$ cat src/rtl/wave_cfg_pkg.sv
// Shared definitions for the SPI wave-generator configuration front-end:
// register addresses, waveform encodings and FSM states.
package wave_cfg_pkg;

    localparam int FRAME_BITS = 16;

    localparam logic [2:0] ADDR_CTRL    = 3'd0;
    localparam logic [2:0] ADDR_FREQ_LO = 3'd1;
    localparam logic [2:0] ADDR_FREQ_HI = 3'd2;
    localparam logic [2:0] ADDR_AMP     = 3'd3;

    typedef enum logic [1:0] {
        WAVE_SINE   = 2'd0,
        WAVE_TRI    = 2'd1,
        WAVE_SAW    = 2'd2,
        WAVE_SQUARE = 2'd3
    } wave_sel_e;

    typedef enum logic [1:0] {
        IDLE  = 2'd0,
        SHIFT = 2'd1,
        DONE  = 2'd2,
        WAIT  = 2'd3
    } state_e;

endpackage

$ cat src/rtl/spi_input_sync.sv
// Multi-stage synchroniser for one SPI pin, with rising/falling edge
// detection taken from the last two synchronised samples.
module spi_input_sync #(
    parameter int   STAGES  = 2,
    parameter logic RST_VAL = 1'b0
) (
    input  logic clk,
    input  logic rst,
    input  logic d_i,
    output logic q_o,
    output logic rise_o,
    output logic fall_o
);

    logic [STAGES-1:0] sync_q;
    logic              prev_q;

    always_ff @(posedge clk) begin
        if (rst) begin
            sync_q <= {STAGES{RST_VAL}};
            prev_q <= RST_VAL;
        end else begin
            sync_q <= {sync_q[STAGES-2:0], d_i};
            prev_q <= sync_q[STAGES-1];
        end
    end

    assign q_o    = sync_q[STAGES-1];
    assign rise_o =  sync_q[STAGES-1] & ~prev_q;
    assign fall_o = ~sync_q[STAGES-1] &  prev_q;

endmodule

$ cat src/rtl/spi_wave_config.sv
// SPI slave (mode 0, oversampled on clk) decoding 16-bit frames into wave
// generator controls. Define SPI_READBACK_EN to enable register readback on miso.
module spi_wave_config
    import wave_cfg_pkg::*;
#(
    parameter int          SYNC_STAGES = 2,
    parameter logic [15:0] FREQ_RESET  = 16'h0000,
    parameter logic [7:0]  AMP_RESET   = 8'hFF
) (
    input  logic        clk,
    input  logic        rst,
    input  logic        spi_sclk,
    input  logic        spi_cs_n,
    input  logic        spi_mosi,
    output logic        spi_miso,
    output logic        gen_enable,
    output logic [1:0]  wave_sel,
    output logic [15:0] freq_word,
    output logic [7:0]  amplitude,
    output logic        cfg_update
);

    logic sclk_s, sclk_rise, sclk_fall;
    logic cs_s, cs_rise, cs_fall;
    logic mosi_s, mosi_rise, mosi_fall;

    // cs_n resets high so that leaving reset never looks like a frame start
    spi_input_sync #(.STAGES(SYNC_STAGES), .RST_VAL(1'b0)) u_sync_sclk (
        .clk(clk), .rst(rst), .d_i(spi_sclk), .q_o(sclk_s), .rise_o(sclk_rise), .fall_o(sclk_fall));
    spi_input_sync #(.STAGES(SYNC_STAGES), .RST_VAL(1'b1)) u_sync_cs (
        .clk(clk), .rst(rst), .d_i(spi_cs_n), .q_o(cs_s), .rise_o(cs_rise), .fall_o(cs_fall));
    spi_input_sync #(.STAGES(SYNC_STAGES), .RST_VAL(1'b0)) u_sync_mosi (
        .clk(clk), .rst(rst), .d_i(spi_mosi), .q_o(mosi_s), .rise_o(mosi_rise), .fall_o(mosi_fall));

    state_e      state_q;
    logic [4:0]  cnt_q;
    logic [15:0] shift_q;
    logic [15:0] shift_d;
    logic [7:0]  freq_lo_q;

    assign shift_d = {shift_q[14:0], mosi_s};

    always_ff @(posedge clk) begin
        if (rst) begin
            state_q    <= IDLE;
            cnt_q      <= 5'd0;
            shift_q    <= 16'h0000;
            freq_lo_q  <= 8'h00;
            gen_enable <= 1'b0;
            wave_sel   <= WAVE_SINE;
            freq_word  <= FREQ_RESET;
            amplitude  <= AMP_RESET;
            cfg_update <= 1'b0;
        end else begin
            cfg_update <= 1'b0;
            case (state_q)
                IDLE: begin
                    if (cs_fall) begin
                        state_q <= SHIFT;
                        cnt_q   <= 5'd0;
                        shift_q <= 16'h0000;
                    end
                end
                SHIFT: begin
                    if (cs_s) begin
                        state_q <= IDLE;
                    end else if (sclk_rise) begin
                        shift_q <= shift_d;
                        cnt_q   <= cnt_q + 5'd1;
                        if (cnt_q == 5'(FRAME_BITS - 1)) state_q <= DONE;
                    end
                end
                DONE: begin
                    state_q <= WAIT;
                    if (!shift_q[15]) begin
                        case (shift_q[14:12])
                            ADDR_CTRL: begin
                                gen_enable <= shift_q[0];
                                wave_sel   <= shift_q[2:1];
                                cfg_update <= 1'b1;
                            end
                            ADDR_FREQ_LO: freq_lo_q <= shift_q[7:0];
                            ADDR_FREQ_HI: begin
                                freq_word  <= {shift_q[7:0], freq_lo_q};
                                cfg_update <= 1'b1;
                            end
                            ADDR_AMP: begin
                                amplitude  <= shift_q[7:0];
                                cfg_update <= 1'b1;
                            end
                            default: ;
                        endcase
                    end
                end
                WAIT: begin
                    if (cs_s) state_q <= IDLE;
                end
                default: state_q <= IDLE;
            endcase
        end
    end

`ifdef SPI_READBACK_EN
    logic       rd_active_q;
    logic [7:0] miso_sh_q;
    logic [7:0] rd_val;

    always_comb begin
        rd_val = 8'h00;
        case (shift_d[6:4])
            ADDR_CTRL:    rd_val = {5'b0, wave_sel, gen_enable};
            ADDR_FREQ_LO: rd_val = freq_lo_q;
            ADDR_FREQ_HI: rd_val = freq_word[15:8];
            ADDR_AMP:     rd_val = amplitude;
            default:      rd_val = 8'h00;
        endcase
    end

    // Loaded on the 8th rising edge; the falling edge right after it keeps the
    // MSB on the pin so the master samples bit 7 on the 9th rising edge.
    always_ff @(posedge clk) begin
        if (rst) begin
            rd_active_q <= 1'b0;
            miso_sh_q   <= 8'h00;
        end else if (state_q != SHIFT || cs_s) begin
            rd_active_q <= 1'b0;
            miso_sh_q   <= 8'h00;
        end else if (sclk_rise && cnt_q == 5'd7) begin
            rd_active_q <= shift_d[7];
            miso_sh_q   <= shift_d[7] ? rd_val : 8'h00;
        end else if (sclk_fall && rd_active_q && cnt_q >= 5'd9) begin
            miso_sh_q <= {miso_sh_q[6:0], 1'b0};
        end
    end

    assign spi_miso = rd_active_q & miso_sh_q[7];

    logic unused_sig;
    assign unused_sig = ^{sclk_s, cs_rise, mosi_rise, mosi_fall, shift_q[11:8]};
`else
    assign spi_miso = 1'b0;

    logic unused_sig;
    assign unused_sig = ^{sclk_s, sclk_fall, cs_rise, mosi_rise, mosi_fall, shift_q[11:8]};
`endif

endmodule

$ cat config.mk
export PLATFORM = sky130hd
export DESIGN_NAME = spi_wave_config
export DESIGN_NICKNAME = d
export VERILOG_FILES = /design/src/rtl/wave_cfg_pkg.sv /design/src/rtl/spi_input_sync.sv /design/src/rtl/spi_wave_config.sv
export SDC_FILE = /design/constraint.sdc
export NUM_CORES = 1
export LEC_CHECK = 0
export BUFFER_PORTS_ARGS = -buffer_cell sky130_fd_sc_hd__buf_2
export CAP_MARGIN = 10
export CORE_AREA = 2 2 97 80
export DETAILED_ROUTE_END_ITERATION = 7
export DIE_AREA = 0 0 99 82
export SETUP_SLACK_MARGIN = 0.1
export SYNTH_ARGS = -nofsm -noshare
export SYNTH_HDL_FRONTEND = slang
export SYNTH_SLANG_ARGS = --single-unit
$ cat constraint.sdc
create_clock -name clk -period 1.4 [get_ports clk]
set_input_delay 0.07 -clock clk [delete_from_list [all_inputs] [get_ports clk]]
set_output_delay 0.07 -clock clk [all_outputs]
set_load 0.005 [all_outputs]
Yosys cells after proc, flatten, opt, wreduce, memory -nomap -nowiden
Index checks and enable logic that the tools add are counted.
{"block": "totals", "register_bits": 67, "latchBits": 0, "mem_bits_rw": 0, "romBits": 0, "input_bits": 5, "out_inout_bits": 29, "wordCells": 60, "mem_count": 0}
{"block": "classes", "addsub": 1, "multipliers": 0, "div_mod_pow": 0, "order_cmp": 0, "eq_ne": 13, "shifts": 0, "mux": 15, "bitwise_logic": 6, "n_reduce_logical": 11}
{"op": "$mux 16", "count": 3}
{"op": "$pmux 16 s2", "count": 1}
{"op": "$mux 5", "count": 3}
{"op": "$reduce_and 3->1", "count": 4}
{"op": "$mux 2", "count": 5}
{"op": "$pmux 5 s2", "count": 1}
{"op": "$pmux 2 s4", "count": 1}
{"op": "$reduce_and 4->1", "count": 2}
{"op": "$eq 3x2->1 const B", "count": 2}
{"op": "$ne 2x2->1 const B", "count": 3}
{"op": "$ne 3x2->1 const B", "count": 2}
{"op": "$reduce_or 3->1", "count": 2}
{"op": "$add 5x1->5 const B", "count": 1}
{"op": "$eq 5x4->1 const B", "count": 1}
{"op": "$eq 2x2->1 const B", "count": 2}
{"op": "$not 1->1", "count": 4}
{"op": "$eq 3x1->1 const B", "count": 1}
{"op": "$logic_not 3->1", "count": 1}
{"op": "$and 1x1->1", "count": 2}
{"op": "$eq 2x1->1 const B", "count": 1}
{"op": "$logic_not 2->1", "count": 1}
{"op": "$ne 2x1->1 const B", "count": 1}
{"op": "$reduce_bool 2->1", "count": 1}
{"op": "$mux 1", "count": 1}

Depth between registers and ports, before layout
Gate-level depths: netlist of the first run.
{"block": "depth", "word_depth": 5, "depth_mapped": 6, "ltp_nobuf": 6}

Hierarchy
Synthesis of the first run repeated with hierarchy kept, for this count alone.
{"block": "unflattened", "hier_cells": 293, "area_unflattened_um2": 2840.2}
{"mod": "spi_wave_config", "instances": 1, "cells_each": 269, "area_each_um2": 2565.0, "seq_area_each_um2": 1181.1}
{"mod": "spi_input_sync at u_sync_mosi ...", "instances": 2, "cells_each": 8, "area_each_um2": 91.3, "seq_area_each_um2": 60.1}
{"mod": "spi_input_sync at u_sync_cs", "instances": 1, "cells_each": 8, "area_each_um2": 92.6, "seq_area_each_um2": 60.1}

Least setup slack after synthesis of the first run
No wires, ideal clock.
{"block": "synth_path", "path_kind": "reg-to-reg", "from": "register cnt_q[0]", "to": "register state_q[0]", "setup_time_ps": 71, "t_arrival_ps": 1213, "required_time_ps": 1329, "path_slack_ps": 116, "path_stages_with_launch": 6, "path_buffers": 0, "synth_period_minus_slack_ps": 1284, "path_cell_list": "dfxtp_1 ha_1 and3_1 ha_1 a311o_1 a21oi_1"}
{"block": "synth_between", "elab_chain_len": 3}
{"element": "start, declared", "line_no": "spi_wave_config.sv:36", "source": "logic [4:0] cnt_q;"}
{"element": "start signal, assigned", "line_no": "spi_wave_config.sv:69", "source": "cnt_q <= cnt_q + 5'd1;"}
{"element": "$eq 5x4->1", "line_no": "spi_wave_config.sv:70", "source": "if (cnt_q == 5'(FRAME_BITS - 1)) state_q <= DONE;"}
{"element": "$ne 3x2->1 (no source line)"}
{"element": "$reduce_and 4->1 (no source line)"}
{"element": "end signal, assigned", "line_no": "spi_wave_config.sv:66", "source": "state_q <= IDLE;"}
{"element": "end signal, assigned", "line_no": "spi_wave_config.sv:70"}
{"element": "end signal, assigned", "line_no": "spi_wave_config.sv:74", "source": "state_q <= WAIT;"}
{"element": "end, declared", "line_no": "spi_wave_config.sv:35", "source": "state_e state_q;"}
Every way passes these cells.
A chain may end at the register's enable or synchronous reset.

Worst setup path after layout of the first run
{"block": "layout_path", "from": "register state_q[0]", "to": "register freq_word[1]"}
{"block": "layout_between", "elab_chain_len": 2}
{"element": "start signal, assigned", "line_no": "spi_wave_config.sv:45", "source": "state_q <= IDLE;"}
{"element": "start signal, assigned", "line_no": "spi_wave_config.sv:59", "source": "state_q <= SHIFT;"}
{"element": "start signal, assigned", "line_no": "spi_wave_config.sv:66"}
{"element": "$eq 2x2->1", "line_no": "spi_wave_config.sv:56", "source": "case (state_q)"}
{"element": "$reduce_and 3->1 (no source line)"}
{"element": "end signal, assigned", "line_no": "spi_wave_config.sv:84", "source": "freq_word <= {shift_q[7:0], freq_lo_q};"}
{"element": "end, declared", "line_no": "spi_wave_config.sv:18", "source": "output logic [15:0] freq_word,"}
Every way passes these cells.

==> results by group, run 1 <==
Global routing
  • Congestion Overflow GR: 0
  • Antenna violations before repair: 0
  • Vias in the first global route: 1,939
  • Largest net degree at the start of global routing: 38
  • First-pass GRT wire length: 9.17 mm
  • Tot GR Track Use: 14.5%

CTS
  • CTS buffer count: 9
  • Root Driver: clkbuf_8
  • CTS Buffer Depth: 2
  • Worst skew pair latency: 0.34 ns
  • Clk slew on worst S/H paths: 0.08 ns
  • H-Tree Depth: 3
  • Sinks on Clock Net: 67
  • CTS tree: built

Job
  • MaxCap Viol Count: 0

Placement
  • Final GP Congestion: 0.766
  • DP HPWL: 3.50 mm
  • Placed instance area: 0.00317 mm²
  • Post-Place Worst Slack: -0.0263 ns
  • Buffers on Ports: 32

Logic synthesis
  • Netlist Area Pre-Place: 0.00286 mm²
  • Synth Warn #: 0
  • Ys async rst share: 0%
  • Register area share after synthesis: 46.9%
  • Yosys top cell by area: dfxtp_1
  • Number of synthesized flops with an enable pin: 0
  • Cell variety after synth: 38
  • Largest cells by area after synthesis: dfxtp_1 47%, mux2i_1 20%, nand2b_1 10%, or3_1 3.3%, nor2_1 2.4%
  • Mean Syn Cell Area: 10.6 µm²
  • Gate Count Post-Synth: 270
  • Synth top area share: 46.9%
  • Synthesized net count: 277
  • Most used DFF post-synth: dfxtp_1
  • Synthesized flop and latch total: 67

Cells and area
  • Area grow syn2layout: 26.7%
  • Fin area: 0.00363 mm²
  • Layout cells sized above 1: 31.1%
  • Net count, final: 330
  • Number of inserted diodes: 0
  • Fill cells: 678

Critical path
  • CP Data Required Time: 1.62 ns
  • Critical path class: reg -> reg
  • CP endpoint kind: flop
  • Crit path DAT: 1.55 ns
  • Startpoint types: flop
  • CP max FO: 16

Detailed routing
  • DR vias/cell: 4.79
  • Initial DRC Count: 82
  • Routed len/inst: 13.2 µm
  • Vias: 2,001
  • DRT Pass-1 Iters: 4
  • DRC violations left: 0
  • Final Routed Wirelength: 5.51 mm
  • Remaining antenna violation count: 0

Hold path
  • Min-Delay Path Class: in -> reg

STA
  • Worst Tran Pin Value: 0.537 ns
  • Hold Vio Cnt, Final: 0
  • Setup TNS: 0 ns
  • Setup violations, final: 0
  • RSZ-0062 raised after global routing: true
  • Relative max-transition margin: 64.2%
  • Final WS setup: 0.0769 ns
  • Fin crit period: 1.32 ns
  • Max-slew violation count: 0
  • Fmax: 756 MHz
  • Final period utilization: 94.5%
  • Skew final: 0.00957 ns

Floorplan
  • Core Area: 0.00718 mm²
  • Die X: 99 µm
  • Num rows: 28
  • Full die area: 0.00812 mm²
  • Initial Utilization: 39.9%
  • Die height: 82 µm
  • Ports: 34

Status
  • Outcome: complete, no violations

Power
  • Cell Pwr Density: 1070 mW/mm²
  • Leakage: 1.50 nW
  • Peak supply drop: 565 µV
## where the power goes
part	total, mW	leakage, nW	switching, mW	internal [mW]
Sequential	1.92	0.545	0.00693	1.91
Combinational	0.167	0.843	0.0749	0.0925
Clock	1.80	0.108	0.751	1.05
Total	3.88	1.50	0.833	3.05
## cell usage after synthesis (2+ instances only)
master and instances:
buf_6 3, or2_2 2, mux2i_1 56, buf_2 4
nor2_1 18, a211oi_1 3, buf_4 3, clkbuf_1 8
or3_1 15, or2_1 2, nor2b_1 6, and3_1 2
nand2b_1 46, nand3b_1 4, inv_1 3, or3b_1 2
nand2_1 4, ha_1 2, nand2b_4 2, dfxtp_1 67
## cell usage in the layout (no fill, tap or decap), types with 3 or more instances in the layout
master | netlist | final
buf_2 | 4 | 32
or3_1 | 15 | 15
dfxtp_2 | 0 | 3
clkbuf_8 | 0 | 10
inv_1 | 3 | 3
buf_6 | 3 | 4
buf_12 | 1 | 4
buf_4 | 3 | 17
nand2b_1 | 46 | 46
dfxtp_1 | 67 | 60
mux2i_1 | 56 | 56
nand3b_1 | 4 | 4
nand2_1 | 4 | 3
nor2b_1 | 6 | 5
nor2_1 | 18 | 18
dlygate4sd3_1 | 0 | 3
dfxtp_4 | 0 | 4
a211oi_1 | 3 | 3
## layout make-up
class	count	area, µm²	area share [%]
Clock buffer	10	138	3.79
Multi-Input combinational cell	180	1440	39.8
Clock inverter	6	88.8	2.45
Sequential cell	67	1360	37.5
Tap cell	90	113	3.10
Timing Repair Buffer	61	470	13.0
Inverter	4	15.0	0.414
## kinds of logic (layout without fill, tap and decap cells)
logic type | Yosys count | in the layout | share of synthesized area [%]
adders and majority gates | 2 | 2 | 0.874
other | 1 | 1 | 0.131
DFF | 67 | 67 | 46.9
buffers and inverters | 23 | 81 | 4.94
and+or+nand+nor | 113 | 113 | 25.4
AOI/OAI and AO/OA | 8 | 8 | 2.23
muxes | 56 | 56 | 19.6
## sequential cells by signal (all words and copies together), names as in the netlist, 2 cells and up, named ones only
register            flops
amplitude               8
cnt_q                   5
freq_lo_q               8
freq_word              16
shift_q                16
u_sync_cs.sync_q        2
u_sync_mosi.sync_q      2
u_sync_sclk.sync_q      2
wave_sel                2
## worst paths after layout
check | cells after the start | start | slack, ns | endpoint
min | 3 | rst | 0.27 | amplitude[7]
max reg2reg | 6 | state_q[0] | 0.08 | freq_word[1]
max | 6 | state_q[0] | 0.08 | freq_word[1]
min reg2reg | 1 | u_sync_cs.sync_q[0] | 0.41 | u_sync_cs.sync_q[1]
## repair_timing
| action | CTS | global route |
|---|---|---|
| pin swaps | 2 | 6 |
| hold buffers | 3 | 0 |
| setup buffers | 3 | 7 |
| endpoints found under the hold margin | 3 | 0 |
| endpoints found under the setup margin | 34 | 54 |
| gates resized for setup | 13 | 18 |
| cloned | 1 | 0 |
## worst max-delay path, stage by stage (launching register included)
cell and delay (ns):
dfxtp_4 0.37, buf_6 0.12, nor3_4 0.20, buf_4 0.15, nand3_4 0.07, buf_12 0.16, mux2i_1 0.12
## stage by stage
| stage | instances | utilization (%) | hold slack (ns) | total power, mW |
|---|---|---|---|---|
| 2_1_floorplan | 270 | - | 0.174 | 2.07 |
| 3_3_place_gp | 388 | 44.2 | 0.262 | 2.10 |
| 3_5_place_dp | 388 | 44.2 | 0.271 | 2.10 |
| 4_1_cts | 411 | 49.0 | 0.286 | 3.93 |
| 5_1_grt | 418 | 50.5 | 0.326 | 4.03 |
| 6_report | 418 | 50.5 | 0.275 | 3.88 |
## per-layer routing
| layer | up-vias | track usage (%) | part of all wire [%] |
|---|---|---|---|
| li1 | 1022 | - | - |
| met1 | 931 | 18.2 | 48 |
| met2 | 40 | 23.4 | 46 |
| met3 | 8 | 4.34 | 4.5 |
| met4 | 0 | 6.16 | 1.5 |
| met5 | - | 0 | 0 |
Power figures use the tool's default switching activity.
==> run 2: changes to the inputs <==
==> constraint.sdc (replaced) <==
create_clock -name clk -period 1.7 [get_ports clk]
set_input_delay 0.085 -clock clk [delete_from_list [all_inputs] [get_ports clk]]
set_output_delay 0.085 -clock clk [all_outputs]
set_load 0.005 [all_outputs]
==> run 2 against run 1 <==
Against the previous run:
- core utilization is 4.8 points lower
- first-iteration DRC count grew 30%
- sequential share of layout area rose by 3.4 points
- clock skew about the same
- worst setup slack better by 0.15 ns
- worst hold slack got worse by 0.031 ns
- combinational power fell by 37%
- non-clock buffer count down 20
- global-route usage decreased by 0.52 points
- clock power is 30% lower
- routed wire length decreased by 3.2%
- critical path depth is 2 lower
- largest power group unchanged
==> results by group, run 2 (synthesis gave the netlist of run 1 again) <==
Floorplan
  • Ports: 34
  • Num rows: 28
  • Initial Utilization: 39.9%
  • Die height: 82 µm
  • Core Area: 0.00718 mm²
  • Die X: 99 µm
  • Full die area: 0.00812 mm²

STA
  • Max-slew violation count: 0
  • Relative max-transition margin: 61.9%
  • RSZ-0062 raised after global routing: false
  • Final period utilization: 86.8%
  • Fmax: 678 MHz
  • Fin crit period: 1.48 ns
  • Setup violations, final: 0
  • Final WS setup: 0.224 ns
  • Setup TNS: 0 ns
  • Hold Vio Cnt, Final: 0
  • Skew final: 0.00926 ns
  • Worst Tran Pin Value: 0.571 ns

Cells and area
  • Fill cells: 697
  • Fin area: 0.00328 mm²
  • Non-filler cells, final: 398
  • Number of inserted diodes: 0
  • Leading cell types in the layout, fill and taps excluded: 66 x dfxtp_1, 56 x mux2i_1, 46 x nand2b_1, 32 x buf_2, 18 x nor2_1
  • Net count, final: 310
  • Largest regs: freq_word x16, shift_q x16
  • Fin util: 45.7%
  • Layout cells sized above 1: 21.1%
  • Commonest non-fill, non-tap cell in the layout: dfxtp_1
  • Area grow syn2layout: 14.7%

CTS
  • H-Tree Depth: 3
  • CTS tree: built
  • Sinks on Clock Net: 67
  • Root Driver: clkbuf_8
  • Worst skew pair latency: 0.34 ns
  • Clk slew on worst S/H paths: 0.07 ns
  • Setup bufs post-CTS: 0
  • CTS buffer count: 9
  • CTS Buffer Depth: 2

Detailed routing
  • DRC violations left: 0
  • Initial DRC Count: 107
  • DRT Pass-1 Iters: 4
  • DR vias/cell: 4.78
  • Vias: 1,901
  • Routed len/inst: 13.4 µm
  • Final Routed Wirelength: 5.33 mm
  • Remaining antenna violation count: 0

Critical path
  • Startpoint types: flop
  • Crit path DAT: 1.74 ns
  • CP endpoint kind: flop
  • Reg2Reg Launch Point: state_q[0]
  • CP Data Required Time: 1.97 ns
  • Timing startpoint of the critical path: state_q[0]
  • CP max FO: 19
  • Critical path class: reg -> reg

Global routing
  • Congestion Overflow GR: 0
  • Vias in the first global route: 1,784
  • Antenna violations before repair: 0
  • Largest net degree at the start of global routing: 41
  • Tot GR Track Use: 14.0%
  • First-pass GRT wire length: 8.70 mm

Hold path
  • Min-Delay Path Class: in -> reg
  • Hold path startpoint: rst

Placement
  • Placed Instances: 379
  • Final GP Congestion: 0.717
  • Post-Place Worst Slack: 0.216 ns
  • Buffers on Ports: 32
  • DP HPWL: 3.53 mm
  • Placed instance area: 0.00307 mm²

Power
  • Peak supply drop: 481 µV
  • Cell Pwr Density: 900 mW/mm²
  • Leakage: 1.36 nW

Job
  • MaxCap Viol Count: 0

Status
  • Outcome: complete, no violations
[run 2: what timing repair did]
item,CTS,global route
hold buffers,3,0
setup endpoints to repair,0,16
endpoints found under the hold margin,3,0
resized for setup,0,1
[run 2: per-stage QoR]
| step | total power, mW | hold slack (ns) |
|---|---|---|
| CTS | 2.99 | 0.226 |
| finish | 2.95 | 0.244 |
| detailed placement | 1.72 | 0.271 |
| floorplan | 1.71 | 0.189 |
| global route | 3.07 | 0.291 |
| global placement | 1.72 | 0.270 |
[run 2: final timing paths]
| check | slack, ns | to | depth (start not counted) |
|---|---|---|---|
| setup / recovery | 0.22 | shift_q[10] | 4 |
| hold / removal | 0.24 | u_sync_sclk.prev_q | 2 |
| setup reg to reg | 0.22 | shift_q[10] | 4 |
| hold reg to reg | 0.40 | u_sync_cs.sync_q[1] | 1 |
[run 2: layout make-up]
type	count	area (µm²)	area share, %
Sequential cell	67	1340	40.9
Timing Repair Buffer	41	248	7.55
Clock buffer	11	131	4.00
Tap cell	90	113	3.43
Clock inverter	5	53.8	1.64
Multi-Input combinational cell	180	1380	42.0
Inverter	4	15.0	0.457
[run 2: where the power goes]
part / switching [mW] / internal (mW) / total [mW] / leakage [nW]
clock: 0.589 / 0.673 / 1.26 / 0.0971
sequential: 0.00726 / 1.58 / 1.58 / 0.542
combinational: 0.0508 / 0.0556 / 0.106 / 0.721
total: 0.648 / 2.31 / 2.95 / 1.36
[run 2: critical path: stages, from the launching register on]
cell and delay, ns:
dfxtp_1 0.59, nand3b_2 0.16, a21oi_2 0.22, buf_12 0.21, mux2i_1 0.21
[run 2: metal layers]
metal / routed length, µm / track usage [%] / vias to the layer above
met5: 0 / 0 / -
met4: 68 / 4.93 / 0
met3: 271 / 5.28 / 8
met2: 2360 / 22.1 / 36
met1: 2620 / 17.6 / 879
li1: - / - / 978
==> run 3: changes to the inputs <==
==> constraint.sdc (replaced) <==
create_clock -name clk -period 1.6 [get_ports clk]
set_input_delay 0.08 -clock clk [delete_from_list [all_inputs] [get_ports clk]]
set_output_delay 0.08 -clock clk [all_outputs]
set_load 0.005 [all_outputs]
==> run 3 against run 2 <==
Against the previous run:
- clock skew rose by 0.0014 ns
- power rose by 5.7%
- global-route usage fell by 0.063 points
- via count shrank 0.21%
- core utilization is 0.31 points higher
- largest power group unchanged
==> results by group, run 3 (synthesis gave the netlist of run 1 again) <==
Status
  • Outcome: complete, no violations

Critical path
  • Crit-path slowest cell: dfxtp_1
  • Worst r2r dst: state_q[0]
  • Bufs and invs on worst path: 0
  • CP endpoint kind: flop
  • CP Data Required Time: 1.86 ns
  • Critical path class: reg -> reg
  • FF-to-FF path depth: 5
  • Crit-path leading delay family: adder cells
  • Reg2Reg Launch Point: cnt_q[0]
  • Startpoint types: flop
  • CP max FO: 4
  • Most used cell, CP: ha_1
  • Max incr delay on CP: 0.34 ns
  • Flop2flop setup slack: 0.20 ns
  • Crit path DAT: 1.65 ns
  • CP Cell Sequence: ha_1 > and3_1 > ha_1 > a311o_1 > a21oi_1

CTS
  • Setup bufs post-CTS: 0
  • CTS tree: built
  • Root Driver: clkbuf_8
  • Worst skew pair latency: 0.34 ns
  • Clk slew on worst S/H paths: 0.07 ns
  • CTS Buffer Depth: 2
  • Sinks on Clock Net: 67
  • CTS buffer count: 9
  • H-Tree Depth: 3

Cells and area
  • Area grow syn2layout: 15.5%
  • Number of inserted diodes: 0
  • Net count, final: 312
  • Multi-input gate area: 0.00139 mm²
  • Non-filler cells, final: 399
  • Fill cells: 685
  • Leading cell types in the layout, fill and taps excluded: 65 x dfxtp_1, 56 x mux2i_1, 46 x nand2b_1, 32 x buf_2, 18 x nor2_1
  • Largest regs: freq_word x16, shift_q x16
  • FF/Latch Area: 0.00134 mm²
  • Layout cells sized above 1: 22.0%
  • Fin util: 46.0%
  • Commonest non-fill, non-tap cell in the layout: dfxtp_1

Floorplan
  • Die X: 99 µm
  • Initial Utilization: 39.9%
  • Core Area: 0.00718 mm²
  • Ports: 34
  • Die height: 82 µm
  • Full die area: 0.00812 mm²
  • Num rows: 28

STA
  • Fin crit period: 1.40 ns
  • WHS: 0.211 ns
  • Fmax: 716 MHz
  • Setup violations, final: 0
  • RSZ-0062 raised after global routing: false
  • Skew final: 0.0107 ns
  • Setup TNS: 0 ns
  • Max-slew violation count: 0
  • Final period utilization: 87.2%
  • Hold Vio Cnt, Final: 0

Placement
  • Placed Instances: 381
  • DP HPWL: 3.51 mm
  • Buffers on Ports: 32
  • Final GP Congestion: 0.740

Global routing
  • Congestion Overflow GR: 0
  • Largest net degree at the start of global routing: 33
  • First-pass GRT wire length: 8.67 mm
  • Antenna violations before repair: 0
  • Tot GR Track Use: 13.9%
  • Vias in the first global route: 1,762

Detailed routing
  • Initial DRC Count: 77
  • Routed len/inst: 12.9 µm
  • Remaining antenna violation count: 0
  • Vias: 1,897
  • DRT Pass-1 Iters: 4
  • Final Routed Wirelength: 5.15 mm
  • DRC violations left: 0
  • DR vias/cell: 4.75

Power
  • Leakage: 1.37 nW
  • Cell Pwr Density: 945 mW/mm²
  • Peak supply drop: 505 µV
  • Power consumption: 3.12 mW

Hold path
  • Hold path depth: 2
  • Hold path startpoint: rst
  • Min-Delay Path Class: in -> reg
  • Worst Hold Path EP: u_sync_sclk.prev_q

Job
  • MaxCap Viol Count: 0
[run 3: changes by cell type in the layout (fill, tap and decap cells not counted), sizes merged]
cell      delta
clkbuf       -1
buf          +2
clkinv       -2
clkinvlp     +2
[run 3: power by group]
| part | leakage (nW) | switching, mW | internal (mW) |
|---|---|---|---|
| clock network | 0.0881 | 0.620 | 0.706 |
| logic | 0.736 | 0.0540 | 0.0593 |
| registers | 0.542 | 0.00811 | 1.68 |
| total | 1.37 | 0.682 | 2.44 |
[run 3: cell type report]
cell class / count / share of cell area, %
multi-input cells: 180 / 42.0
clock buffers: 10 / 3.86
well taps: 90 / 3.41
repair buffers: 43 / 7.95
clock inverters: 5 / 1.67
flip-flops and latches: 67 / 40.7
inverters: 4 / 0.454
[run 3: what timing repair did]
item / CTS / global route
hold buffers: 3 / 0
endpoints found under the setup margin: 0 / 27
endpoints found under the hold margin: 3 / 0
gates resized for setup: 0 / 3
[run 3: worst reg2reg max path, delay by kind of cell, from the launching register on]
family	cells	cell delay [ns]
compound gates	2	0.38
fa+ha+maj	2	0.42
simple gates	1	0.18
flops	1	0.34
[run 3: stage by stage]
step | setup slack (ns) | instance area, µm²
final | 0.204 | 3310
after global routing | 0.125 | 3310
after CTS | 0.133 | 3290
after detailed placement | 0.137 | 3080
after global placement | 0.156 | 3080
after floorplan | 0.316 | 2860
[run 3: metal layers]
layer / global-route usage, % / wire length, µm / vias to the layer above
met2: 21.4 / 2300 / 33
met3: 5.62 / 240 / 4
met1: 17.8 / 2560 / 874
li1: - / - / 986
met4: 4.93 / 52 / 0
met5: 0 / 0 / -
[run 3: how the worst max path moves through the flow]
stage / slack (ns) / endpoint / from / depth (start not counted)
2_1_floorplan: 0.32 / state_q[0] / cnt_q[0] / 5
3_3_place_gp: 0.16 / freq_lo_q[7] / shift_q[13] / 3
3_5_place_dp: 0.14 / cnt_q[1] / state_q[0] / 4
4_1_cts: 0.13 / cnt_q[1] / state_q[0] / 4
5_1_grt: 0.12 / state_q[0] / cnt_q[0] / 5
6_report: 0.20 / state_q[0] / cnt_q[0] / 5
